--- src/rtl/clk_divider_multi.sv ---
// clk_divider_multi: multi-channel programmable clock divider and tick generator.
// Each channel divides clkin by a runtime-programmable half-period. It drives a
// divided clock level and a one-cycle tick on every toggle of that level.
// Limit writes to a running channel are held in a shadow register. They take
// effect at the next wrap, so a half-period is never cut short.
// Optional feature macro: CLKDIV_SYNC_EN adds the sync_restart phase-alignment input.
module clk_divider_multi #(
    parameter int          CHANNELS      = 4,
    parameter int          CNT_W         = 32,
    parameter int unsigned DEFAULT_LIMIT = 25000000,
    parameter int          CH_W          = (CHANNELS > 1) ? $clog2(CHANNELS) : 1
) (
    input  logic                clkin,
    input  logic                rst_n,
    input  logic [CHANNELS-1:0] clken,
    input  logic                cfg_we,
    input  logic [CH_W-1:0]     cfg_ch,
    input  logic [CNT_W-1:0]    cfg_limit,
`ifdef CLKDIV_SYNC_EN
    input  logic                sync_restart,
`endif
    output logic [CHANNELS-1:0] clkout,
    output logic [CHANNELS-1:0] tick
);

    localparam logic [CNT_W-1:0] RST_LIMIT = CNT_W'(DEFAULT_LIMIT);
    localparam logic [CNT_W-1:0] ONE       = CNT_W'(1);

    logic [CNT_W-1:0]    count_q  [CHANNELS];
    logic [CNT_W-1:0]    count_d  [CHANNELS];
    logic [CNT_W-1:0]    active_q [CHANNELS];
    logic [CNT_W-1:0]    active_d [CHANNELS];
    logic [CNT_W-1:0]    shadow_q [CHANNELS];
    logic [CNT_W-1:0]    shadow_d [CHANNELS];
    logic [CNT_W-1:0]    lim_s    [CHANNELS];
    logic [CHANNELS-1:0] pending_q;
    logic [CHANNELS-1:0] pending_d;
    logic [CHANNELS-1:0] clkout_q;
    logic [CHANNELS-1:0] clkout_d;
    logic [CHANNELS-1:0] tick_q;
    logic [CHANNELS-1:0] tick_d;
    logic [CHANNELS-1:0] wrap_s;
    logic [CHANNELS-1:0] hit_s;
    logic                cfg_valid_s;
    logic                sync_s;

`ifdef CLKDIV_SYNC_EN
    assign sync_s = sync_restart;
`else
    assign sync_s = 1'b0;
`endif

    // Writes aimed past the last channel are dropped.
    assign cfg_valid_s = cfg_we && (int'(cfg_ch) < CHANNELS);

    // Per channel: effective limit (0 acts as 1), wrap condition and write target.
    always_comb begin
        for (int i = 0; i < CHANNELS; i++) begin
            lim_s[i]  = (active_q[i] == '0) ? ONE : active_q[i];
            // >= also catches a count left above a freshly loaded smaller limit.
            wrap_s[i] = clken[i] && (count_q[i] >= (lim_s[i] - ONE));
            hit_s[i]  = cfg_valid_s && (cfg_ch == CH_W'(i));
        end
    end

    // Next-state for counters, limits, shadow handoff and outputs.
    always_comb begin
        count_d   = count_q;
        active_d  = active_q;
        shadow_d  = shadow_q;
        pending_d = pending_q;
        clkout_d  = clkout_q;
        tick_d    = '0;
        for (int i = 0; i < CHANNELS; i++) begin
            if (sync_s) begin
                // Phase restart: realign every channel and flush a waiting limit.
                count_d[i]   = '0;
                clkout_d[i]  = 1'b0;
                pending_d[i] = 1'b0;
                if (pending_q[i]) begin
                    active_d[i] = shadow_q[i];
                end else begin
                    active_d[i] = active_q[i];
                end
            end else begin
                if (wrap_s[i]) begin
                    count_d[i]  = '0;
                    clkout_d[i] = ~clkout_q[i];
                    tick_d[i]   = 1'b1;
                end else if (clken[i]) begin
                    count_d[i] = count_q[i] + ONE;
                end else begin
                    count_d[i] = count_q[i];
                end

                if (hit_s[i]) begin
                    if (!clken[i] || wrap_s[i]) begin
                        // No half-period in flight: load directly.
                        active_d[i]  = cfg_limit;
                        pending_d[i] = 1'b0;
                    end else begin
                        shadow_d[i]  = cfg_limit;
                        pending_d[i] = 1'b1;
                    end
                end else if (pending_q[i] && (!clken[i] || wrap_s[i])) begin
                    active_d[i]  = shadow_q[i];
                    pending_d[i] = 1'b0;
                end else begin
                    active_d[i]  = active_q[i];
                    pending_d[i] = pending_q[i];
                end
            end
        end
    end

    // State registers with synchronous active-low reset.
    always_ff @(posedge clkin) begin
        if (!rst_n) begin
            for (int i = 0; i < CHANNELS; i++) begin
                count_q[i]  <= '0;
                active_q[i] <= RST_LIMIT;
                shadow_q[i] <= RST_LIMIT;
            end
            pending_q <= '0;
            clkout_q  <= '0;
            tick_q    <= '0;
        end else begin
            count_q   <= count_d;
            active_q  <= active_d;
            shadow_q  <= shadow_d;
            pending_q <= pending_d;
            clkout_q  <= clkout_d;
            tick_q    <= tick_d;
        end
    end

    assign clkout = clkout_q;
    assign tick   = tick_q;

endmodule
--- config.mk ---
export PLATFORM = sky130hd
export DESIGN_NAME = clk_divider_multi
export DESIGN_NICKNAME = d
export VERILOG_FILES = /design/src/rtl/clk_divider_multi.sv
export SDC_FILE = /design/constraint.sdc
export NUM_CORES = 1
export LEC_CHECK = 0
export ABC_AREA = 1
export ABC_CLOCK_PERIOD_IN_PS = 4540
export CORE_ASPECT_RATIO = 1.2
export CORE_MARGIN = 8
export CORE_UTILIZATION = 60
export DETAILED_ROUTE_END_ITERATION = 7
export HOLD_SLACK_MARGIN = 0.12
export PLACE_DENSITY = 0.77
export REMOVE_ABC_BUFFERS = 1
export SLEW_MARGIN = 20
export SYNTH_ARGS = -nofsm -noshare
export SYNTH_HDL_FRONTEND = slang
export SYNTH_SLANG_ARGS = --single-unit
--- constraint.sdc ---
create_clock -name clkin -period 4.54 [get_ports clkin]
set_input_delay 0.454 -clock clkin [delete_from_list [all_inputs] [get_ports clkin]]
set_output_delay 0.454 -clock clkin [all_outputs]
set_load 0.02 [all_outputs]
-- Yosys cells after proc, flatten, opt, wreduce, memory -nomap -nowiden
Index checks and enable logic that the tools add are counted.
- input bits: 41
- word-level logic and storage cells: 122
- output and inout port bits: 8
- bits in registers: 396
- bitwise operators: 9
- order comparisons: 4
- add/subtract/negate cells: 8
- reduce and logical (&&, ||, !) cells: 41
- equal/unequal tests: 7
- multiplexer cells: 32
- operator list (operator ; count):
    2-to-1 mux 32 bit ; 16
    adder 32 x 1 -> 32 bit (second input constant) ; 4
    greater-or-equal comparator 32 bit ; 4
    zero test 32 bit ; 4
    subtractor 32 x 1 -> 32 bit (second input constant) ; 4
    2-to-1 mux 1 bit ; 16
    AND reduction 2 bit ; 8
    logical AND 1 bit ; 12
    inverter 1 bit ; 9
    inequality test 2 x 1 -> 1 bit (second input constant) ; 4
    nonzero test 2 bit ; 4
    OR reduction 2 bit ; 4
    equality test 2 bit (second input constant) ; 2
    zero test 1 bit ; 4
    logical OR 1 bit ; 4
    equality test 2 x 1 -> 1 bit (second input constant) ; 1
    zero test 2 bit ; 1

-- Logic depth before layout (Yosys ltp)
Gate-level depths: netlist (run 1).
- depth in word-level cells: 9
- depth in mapped cells: 31
- depth with buffers taken out: 30

-- Least setup slack after synthesis (run 1)
Ideal clock, no wire load.
- path kind: register to register
- from: register active_q[68] (netlist bit)
- to: register active_q[81] (netlist bit)
- setup time: 0.113 ns
- required time: 4.427 ns
- path buffers: 1
- clock period less this slack: 3.693 ns
- cell stages (with the launch flop): 27
- path slack: 0.847 ns
- data arrival time: 3.581 ns
- path through: dfxtp_1 > inv_1 > nand2_1 > nor2_1 > nand4_1 > nor2_2 > a31oi_2 > ha_1 > nand3_1 > nor3_2 > nand3_1 > nand3b_1 > nor2_1 > nand2_1 > xor2_1 > ha_1 > nand2_1 > a21oi_1 > o21ai_0 > nand2_1 > a21oi_2 > nand3_1 > nand2_1 > buf_2 > nand2_1 > nand2_1 > nor2_1
- longest elaborated chain between the ends: 9
- elaborated cells between the ends (all ways): 10
- classes of those cells: add/sub: 1; order compare: 1; eq/ne: 1; mux: 1; reduce/logical: 6
- RTL lines (what ; RTL line ; RTL):
    start, declared ; 31 ; logic [CNT_W-1:0] active_q [CHANNELS];
    start signal, assigned ; 129 ; active_q <= active_d;
    zero test 32 bit ; 59 ; lim_s[i] = (active_q[i] == '0) ? ONE : active_q[i];
    2-to-1 mux 32 bit (*) ; 59 ;
    subtractor 32 x 1 -> 32 bit (*) ; 61 ; wrap_s[i] = clken[i] && (count_q[i] >= (lim_s[i] - ONE));
    greater-or-equal comparator 32 bit (*) ; 61 ;
    logical AND 1 bit (*) ; 61 ;
    logical OR 1 bit (*) ; 97, 105 ;
    logical AND 1 bit ; 105 ; end else if (pending_q[i] && (!clken[i] || wrap_s[i])) begin
    nonzero test 2 bit (no line) ; - ;
    AND reduction 2 bit (no line) (*) ; - ;
Mark *: on every way between the ends. The rest lies on a longest branch, timed or not.
A chain may end at the register's enable or synchronous reset.

-- Worst setup path in the final report (run 1)
- from: register active_q[86] (netlist bit)
- to: register shadow_q[85] (netlist bit)
- longest elaborated chain between the ends: 8
- RTL lines (what ; RTL line ; RTL):
    zero test 32 bit ; 59 ;
    2-to-1 mux 32 bit (*) ; 59 ;
    subtractor 32 x 1 -> 32 bit (*) ; 61 ;
    greater-or-equal comparator 32 bit (*) ; 61 ;
    logical AND 1 bit (*) ; 61 ;
    logical OR 1 bit (*) ; 97 ; if (!clken[i] || wrap_s[i]) begin
    inverter 1 bit (no line) (*) ; - ;
    AND reduction 2 bit (no line) (*) ; - ;
    end signal, assigned ; 130 ; shadow_q <= shadow_d;
    end, declared ; 33 ; logic [CNT_W-1:0] shadow_q [CHANNELS];
Marks and branches as above.

==> results.md, run 1 <==
- Final clock skew: 0.0114 ns
- Pin count of the biggest net entering global routing: 108
- Seq cells post-synth: 396
- DRC violations left: 0
- Clock Tree Buf Depth: 3
- Antenna violations before repair: 0
- R2r startpoint: active_q[86]$_SDFFE_PN1P_
- Reg-to-Reg End: shadow_q[85]$_SDFFE_PN1P_
- GR Overflow Total: 0
- Final critical delay including setup and external delays: 4.14 ns
- Average instance area after synthesis: 6.40 um^2
- Most Frequent Cell on Critical Path: sky130_fd_sc_hd__nand3_1
- Synth cell types: 45
- Cell type contributing the most total cell area after synthesis: sky130_fd_sc_hd__dfxtp_1
- I/O pin count: 49
- Share of the synthesized area in the top cell type: 32.8%
- Clock sinks: 396
- Final antenna-violating net count: 0
- Number of vias after detailed routing: 22450
- Number of failing setup endpoints in the final timing report: 0
- Clock input transition at the sequential cells of the worst setup and hold paths: 0.06 ns
- Overall Power: 8120 uW
- CP Class: flip-flop to flip-flop
- Instance count of the mapped netlist: 3774
- Worst-path cell with the longest stage delay: sky130_fd_sc_hd__dfxtp_1
- Leak: 0.0131 uW
- Synthesis-to-finish area growth: 10.2%
- Total Die Area: 0.0470 mm^2
- Number of buffers created by CTS: 42
- Cell types occupying the most area after synthesis: sky130_fd_sc_hd__dfxtp_1, sky130_fd_sc_hd__nand2_1, sky130_fd_sc_hd__nor2_1, sky130_fd_sc_hd__ha_1, sky130_fd_sc_hd__inv_1
- Share of synthesized area occupied by flip-flops and latches: 32.8%
- Cell Pwr Density: 305 mW/mm^2
- Initial standard-cell utilization of the core: 60.8%
- Startpoint of the lowest-slack hold path: shadow_q[16]$_SDFFE_PN1P_
- Worst Hold Depth: 2
- End-of-flow core utilization: 67.0%
- Worst setup SP type: flip-flop
- Count of max-cap constraint violations: 0
- Number of H-tree branching levels: 2
- IO Port Bufs: 48
- Ys Warns: 0
- Worst endpoint data arrival time: 4.56 ns
- Worst Max-Slew Pin Slew: 0.828 ns
- Required time at the worst-slack endpoint: 4.96 ns
- Result of the run: finished clean
- Root cell of the clock tree: sky130_fd_sc_hd__clkbuf_16
- Summed instance area of the synthesized netlist: 0.0242 mm^2
- Slowest stage delay, CP: 0.36 ns
- Worst-case reg-to-reg path depth: 25
- Wire length of the first global-routing pass: 103000 um
- Number of design-rule violations left by the first detailed-router iteration: 1510
- Worst hold path class: flip-flop to flip-flop
- Die boundary height: 236 um
- Number of rows in the core area: 80
- Pre-antenna DRT Iters: 5
- Hold endpoint: shadow_q[16]$_SDFFE_PN1P_
- Maximum vdd ir drop: 0.000384 V
- Worst relative slew slack: 44.6%
- Core Region: 0.0397 mm^2
- Kind of end point of the critical path: flip-flop
- Number of buffers added to fix hold violations after cts: 0
- CTS tree: built
- Share of the cycle needed by the critical path after routing: 91.3%
- Worst R2R Setup Slack: 0.40 ns
- Detail-routed net length per standard cell: 14.6 um
- Total Routing Usage GR: 26.6%
- Layout cell share with drive strength beyond 1: 4.69%
- Number of failing hold endpoints at the final stage: 0
- Vias/cell: 5.19
- RePlAce Congestion: 0.967
- Antenna diodes: 0
- Nets@finish: 3941
- Number of max-slew violations in the final report: 0
- Critical Path Fanout Max: 21
- Number of enable flip-flop cells after synthesis: 0
- Die width: 199 um
- Worst-skew pair later-pin latency: 0.58 ns
- Proportion of synthesized flip-flops having asynchronous set or reset: 0%
- Vias in the first global route: 20771
- Highest attainable clock frequency: 241 MHz
- Kind of cell adding the most delay to the critical path: simple AND/OR/NAND/NOR gates
- Buffers & Inverters on Critical Path: 4
- Detail Placement HPWL: 45500 um
- Flip-flop cell with the highest count after synthesis: sky130_fd_sc_hd__dfxtp_1
- Sum of routed wire length over all layers: 63400 um
[Yosys cell counts (2+ instances only)]
cell type and n:
sky130_fd_sc_hd__nor3_1 66, sky130_fd_sc_hd__buf_1 9, sky130_fd_sc_hd__clkbuf_2 16, sky130_fd_sc_hd__nor2_2 7, sky130_fd_sc_hd__nand3_1 226, sky130_fd_sc_hd__buf_2 61, sky130_fd_sc_hd__ha_1 136, sky130_fd_sc_hd__o21ai_0 111
sky130_fd_sc_hd__nor3_2 5, sky130_fd_sc_hd__and2_1 2, sky130_fd_sc_hd__nor4_1 16, sky130_fd_sc_hd__inv_2 10, sky130_fd_sc_hd__o211ai_1 30, sky130_fd_sc_hd__a21o_1 9, sky130_fd_sc_hd__xnor2_1 54, sky130_fd_sc_hd__clkinv_1 2
sky130_fd_sc_hd__o21a_1 7, sky130_fd_sc_hd__buf_4 2, sky130_fd_sc_hd__nor2_1 747, sky130_fd_sc_hd__nand3_2 4, sky130_fd_sc_hd__dfxtp_1 396, sky130_fd_sc_hd__nand2_2 2, sky130_fd_sc_hd__clkbuf_1 59, sky130_fd_sc_hd__or3_1 2
sky130_fd_sc_hd__nand3b_1 11, sky130_fd_sc_hd__and3_1 5, sky130_fd_sc_hd__or2_2 10, sky130_fd_sc_hd__o21ai_1 8, sky130_fd_sc_hd__nand2_1 1063, sky130_fd_sc_hd__a21oi_1 71, sky130_fd_sc_hd__or2_0 2, sky130_fd_sc_hd__xor2_1 138
sky130_fd_sc_hd__nor3b_1 5, sky130_fd_sc_hd__a21oi_2 3, sky130_fd_sc_hd__a31oi_2 2, sky130_fd_sc_hd__nor3_4 5, sky130_fd_sc_hd__inv_1 405, sky130_fd_sc_hd__nand4_1 60
[flip-flops by register name, indices dropped and copies added (netlist names)]
name / flops
active_q: 128
shadow_q: 128
pending_q: 4
clkout: 4
tick: 4
count_q: 128
[worst min-delay path: cells and delay by family, from the launching register on]
| family | cells | cell delay (ns) |
|---|---|---|
| simple gates | 1 | 0.05 |
| flops | 1 | 0.32 |
| compound gates | 1 | 0.06 |
[stage by stage]
stage | std cells | setup TNS, ns | area [um^2] | hold WS, ns | worst slack, ns
5_1_grt | 4329 | -0.164 | 26600 | 0.495 | -0.0352
6_report | 4329 | 0 | 26600 | 0.475 | 0.396
3_5_place_dp | 4250 | 0 | 25100 | 0.459 | 0.335
2_1_floorplan | 3627 | -5.31 | 23500 | 0.442 | -0.175
3_3_place_gp | 4250 | 0 | 25100 | 0.455 | 0.395
4_1_cts | 4326 | 0 | 26500 | 0.469 | 0.305
[how the worst max path moves through the flow]
stage,cells past startpoint,from,endpoint,slack [ns]
floorplan,25,active_q[68]$_SDFFE_PN0P_,active_q[64]$_SDFFE_PN0P_,-0.17
global placement,29,active_q[19]$_SDFFE_PN1P_,active_q[15]$_SDFFE_PN0P_,0.39
detailed placement,29,active_q[19]$_SDFFE_PN1P_,active_q[15]$_SDFFE_PN0P_,0.33
CTS,29,active_q[19]$_SDFFE_PN1P_,active_q[15]$_SDFFE_PN0P_,0.31
global route,27,active_q[113]$_SDFFE_PN0P_,active_q[113]$_SDFFE_PN0P_,-0.04
finish,25,active_q[86]$_SDFFE_PN1P_,shadow_q[85]$_SDFFE_PN1P_,0.40
[routing by layer]
layer	part of all wire (%)	track usage (%)
met5	0	0
met1	44	33.4
met3	4.3	2.71
met4	3.9	10.9
met2	48	45.8
[logic make-up after synthesis]
family / Yosys count / synth area share [%]
compound gates: 243 / 5.64
xor+xnor: 192 / 6.96
fa+ha+maj: 136 / 7.04
buf+inv: 564 / 9.19
flops: 396 / 32.8
simple gates: 2243 / 38.3
[power by group]
part           switching, uW  internal, uW
Sequential              76.6          3580
Clock                   1490          2080
Combinational            602           295
[cell type report]
type,instances,area [um^2]
clock buffer,59,1280
clock inverter,17,156
fill,3745,13100
inverter,417,1570
multi-input combinational,2814,14100
sequential,396,7930
tap,533,667
timing repair buffer,93,952
[layout by cell type (no fill, tap or decap), types with 30 or more instances in the layout]
master,count
sky130_fd_sc_hd__xnor2_1,54
sky130_fd_sc_hd__nand4_1,60
sky130_fd_sc_hd__o211ai_1,30
sky130_fd_sc_hd__ha_1,136
sky130_fd_sc_hd__clkbuf_16,46
sky130_fd_sc_hd__clkdlybuf4s50_1,47
sky130_fd_sc_hd__buf_4,35
sky130_fd_sc_hd__nand3_1,225
sky130_fd_sc_hd__xor2_1,138
sky130_fd_sc_hd__inv_1,404
sky130_fd_sc_hd__a21oi_1,71
sky130_fd_sc_hd__nor2_1,746
sky130_fd_sc_hd__dfxtp_1,394
sky130_fd_sc_hd__nand2_1,1062
sky130_fd_sc_hd__o21ai_0,111
sky130_fd_sc_hd__nor3_1,64
[timing repair]
item / CTS / global route
setup buffers: 0 / 2
resized for setup: 0 / 12
endpoints found under the setup margin: 0 / 107
(Power assumes the default switching activity.)
==> run 2, diff against run 1 <==
Settings changed: CAP_MARGIN set to 20, CORE_MARGIN 8 to 2.
==> results.md, run 2 (synthesized netlist as in run 1, its figures left out) <==
- Result of the run: finished clean
- Worst endpoint data arrival time: 4.61 ns (+0.05 ns)
- Worst Max-Slew Pin Slew: 0.836 ns (+0.00837 ns)
- Final clock skew: 0.0197 ns (+0.00823 ns)
- CTS tree: built
- Worst setup SP type: flip-flop
- Kind of end point of the critical path: flip-flop
- Worst setup path startpoint: active_q[106]$_SDFFE_PN0P_
- Leak: 0.0131 uW (-0.14%)
- Commonest cells after routing, fill and taps aside: sky130_fd_sc_hd__nand2_1, sky130_fd_sc_hd__nor2_1, sky130_fd_sc_hd__inv_1
- Final antenna-violating net count: 0 (unchanged)
- GR Overflow Total: 0 (unchanged)
- Clock sinks: 396 (unchanged)
- IO Port Bufs: 48 (unchanged)
- Pre-antenna DRT Iters: 7 (+2)
- Most Frequent Cell on Critical Path: sky130_fd_sc_hd__nor2_1
- Vias in the first global route: 20812 (+0.20%)
- Antenna violations before repair: 0 (unchanged)
- Detail-routed net length per standard cell: 14.4 um (-1.4%)
- Worst-path cell with the longest stage delay: sky130_fd_sc_hd__dfxtp_1
- Share of the cycle needed by the critical path after routing: 91.2% (-0.12 points)
- Die boundary height: 224 um (-5.1%)
- Minimum setup slack after placement: 0.365 ns (+0.0304 ns)
- Area occupied by registers: 0.00793 mm^2 (about the same)
- Worst hold path class: flip-flop to flip-flop
- Number of failing hold endpoints at the final stage: 0 (unchanged)
- Nets@finish: 3937 (-0.10%)
- CP Class: flip-flop to flip-flop
- Core Region: 0.0397 mm^2 (unchanged)
- I/O pin count: 49 (unchanged)
- Clock Tree Buf Depth: 3 (unchanged)
- Count of fill cells added during filler insertion: 3818 (+1.9%)
- Multi-input gate area in the final layout: 0.0140 mm^2 (-0.14%)
- End-of-flow core utilization: 66.7% (-0.21 points)
- Antenna diodes: 0 (unchanged)
- Count of max-cap constraint violations: 0 (unchanged)
- Worst relative slew slack: 44.1% (-0.56 points)
- Vias/cell: 5.19 (about the same)
- Required time at the worst-slack endpoint: 5.01 ns (+0.05 ns)
- Largest registers in the final layout: active_q (128), count_q (128), shadow_q (128)
- R2r startpoint: active_q[106]$_SDFFE_PN0P_
- Initial standard-cell utilization of the core: 60.8% (unchanged)
- Worst-case setup margin in the final layout: 0.401 ns (+0.00550 ns)
- Sum of routed wire length over all layers: 62400 um (-1.5%)
- Detail Placement HPWL: 45000 um (-1.0%)
- Root cell of the clock tree: sky130_fd_sc_hd__clkbuf_16
- Worst-skew pair later-pin latency: 0.58 ns (about the same)
- Reg-to-Reg End: active_q[97]$_SDFFE_PN0P_
- Worst-case reg-to-reg path depth: 27 (+8.0%)
- Pin count of the biggest net entering global routing: 114 (+5.6%)
- DRC violations left: 0 (unchanged)
- Critical Path Fanout Max: 42 (+100%)
- Total Routing Usage GR: 29.8% (+3.2 points)
- Number of buffers added to fix hold violations after cts: 0 (unchanged)
- Number of rows in the core area: 80 (unchanged)
- Die width: 187 um (-6.0%)
- Number of H-tree branching levels: 2 (unchanged)
- Final design area excluding fillers: 0.0265 mm^2 (-0.32%)
- Sum Neg Setup Slack: 0 ns (unchanged)
- Maximum vdd ir drop: 0.000352 V (-8.4%)
- Clock input transition at the sequential cells of the worst setup and hold paths: 0.06 ns (about the same)
- Number of buffers created by CTS: 42 (unchanged)
- Total Die Area: 0.0419 mm^2 (-11%)
- Number of max-slew violations in the final report: 0 (unchanged)
- Critical path destination: active_q[97]$_SDFFE_PN0P_
- Number of vias after detailed routing: 22445 (-0.022%)
- Instance area after placement: 0.0251 mm^2 (-0.10%)
- Cell Pwr Density: 304 mW/mm^2 (-0.46%)
- Layout cell share with drive strength beyond 1: 4.33% (-0.36 points)
- Number of failing setup endpoints in the final timing report: 0 (unchanged)
- Slowest stage delay, CP: 0.47 ns (+0.11 ns)
- Wire length of the first global-routing pass: 103000 um (-0.52%)
- Final critical delay including setup and external delays: 4.14 ns (-0.00550 ns)
- Worst R2R Setup Slack: 0.40 ns (about the same)
- Highest attainable clock frequency: 242 MHz (+0.13%)
- Leading cell type in the layout, fill and taps excluded: sky130_fd_sc_hd__nand2_1
- Number of design-rule violations left by the first detailed-router iteration: 1460 (-3.3%)
- RePlAce Congestion: 0.994 (+2.8%)
- Synthesis-to-finish area growth: 9.81%
-- run 2: cell types whose count changed in the layout (fill, tap and decap cells not counted), sizes merged --
cell and delta:
inv +1, buf -4, clkinvlp -8, clkbuf +3
clkinv +3
-- run 2: final cells by class --
class | count | share of cell area (%)
clock buffers | 62 | 4.79
clock inverters | 13 | 0.434
inverters | 417 | 5.90
multi-input cells | 2814 | 52.9
flip-flops and latches | 396 | 29.9
well taps | 533 | 2.51
repair buffers | 89 | 3.55
-- run 2: per-layer routing --
metal,vias to the layer above,share of wire (%),track usage (%)
met5,-,0,0
met4,0,4.2,13.0
met3,142,4.6,3.40
met2,516,47,51.5
met1,10036,44,37.5
li1,11751,-,-
-- run 2: timing repair --
| action | CTS | global route |
|---|---|---|
| gates resized for setup | 0 | 9 |
| endpoints found under the hold margin | 0 | 0 |
| endpoints found under the setup margin | 0 | 119 |
| setup buffers | 0 | 3 |
-- run 2: worst min path at each step --
stage / startpoint / to / depth (start not counted)
6_report: shadow_q[112]$_SDFFE_PN1P_ / shadow_q[112]$_SDFFE_PN1P_ / 2
5_1_grt: shadow_q[46]$_SDFFE_PN1P_ / shadow_q[46]$_SDFFE_PN1P_ / 2
4_1_cts: cfg_limit[12] / shadow_q[108]$_SDFFE_PN1P_ / 3
3_5_place_dp: shadow_q[112]$_SDFFE_PN1P_ / shadow_q[112]$_SDFFE_PN1P_ / 2
3_3_place_gp: shadow_q[102]$_SDFFE_PN1P_ / shadow_q[102]$_SDFFE_PN1P_ / 2
2_1_floorplan: shadow_q[102]$_SDFFE_PN1P_ / shadow_q[102]$_SDFFE_PN1P_ / 2
-- run 2: metrics by stage --
| stage | hold WS [ns] | total power (uW) | instances |
|---|---|---|---|
| 2_1_floorplan | 0.442 | 4270 | 3627 |
| 3_3_place_gp | 0.455 | 4600 | 4245 |
| 3_5_place_dp | 0.457 | 4610 | 4245 |
| 4_1_cts | 0.471 | 8100 | 4320 |
| 5_1_grt | 0.495 | 8360 | 4324 |
| 6_report | 0.474 | 8060 | 4324 |
-- run 2: critical path: cells and delay by family, from the launching register on --
family / cells / cell delay (ns)
compound gates: 1 / 0.19
xor+xnor: 1 / 0.16
fa+ha+maj: 2 / 0.49
buf+inv: 2 / 0.29
flops: 1 / 0.47
simple gates: 21 / 2.42
-- run 2: power breakdown --
group | internal [uW] | leakage (uW) | switching [uW]
Clock | 2040 | 0.000694 | 1470
Combinational | 292 | 0.00920 | 601
Sequential | 3580 | 0.00322 | 76.1
Total | 5910 | 0.0131 | 2140
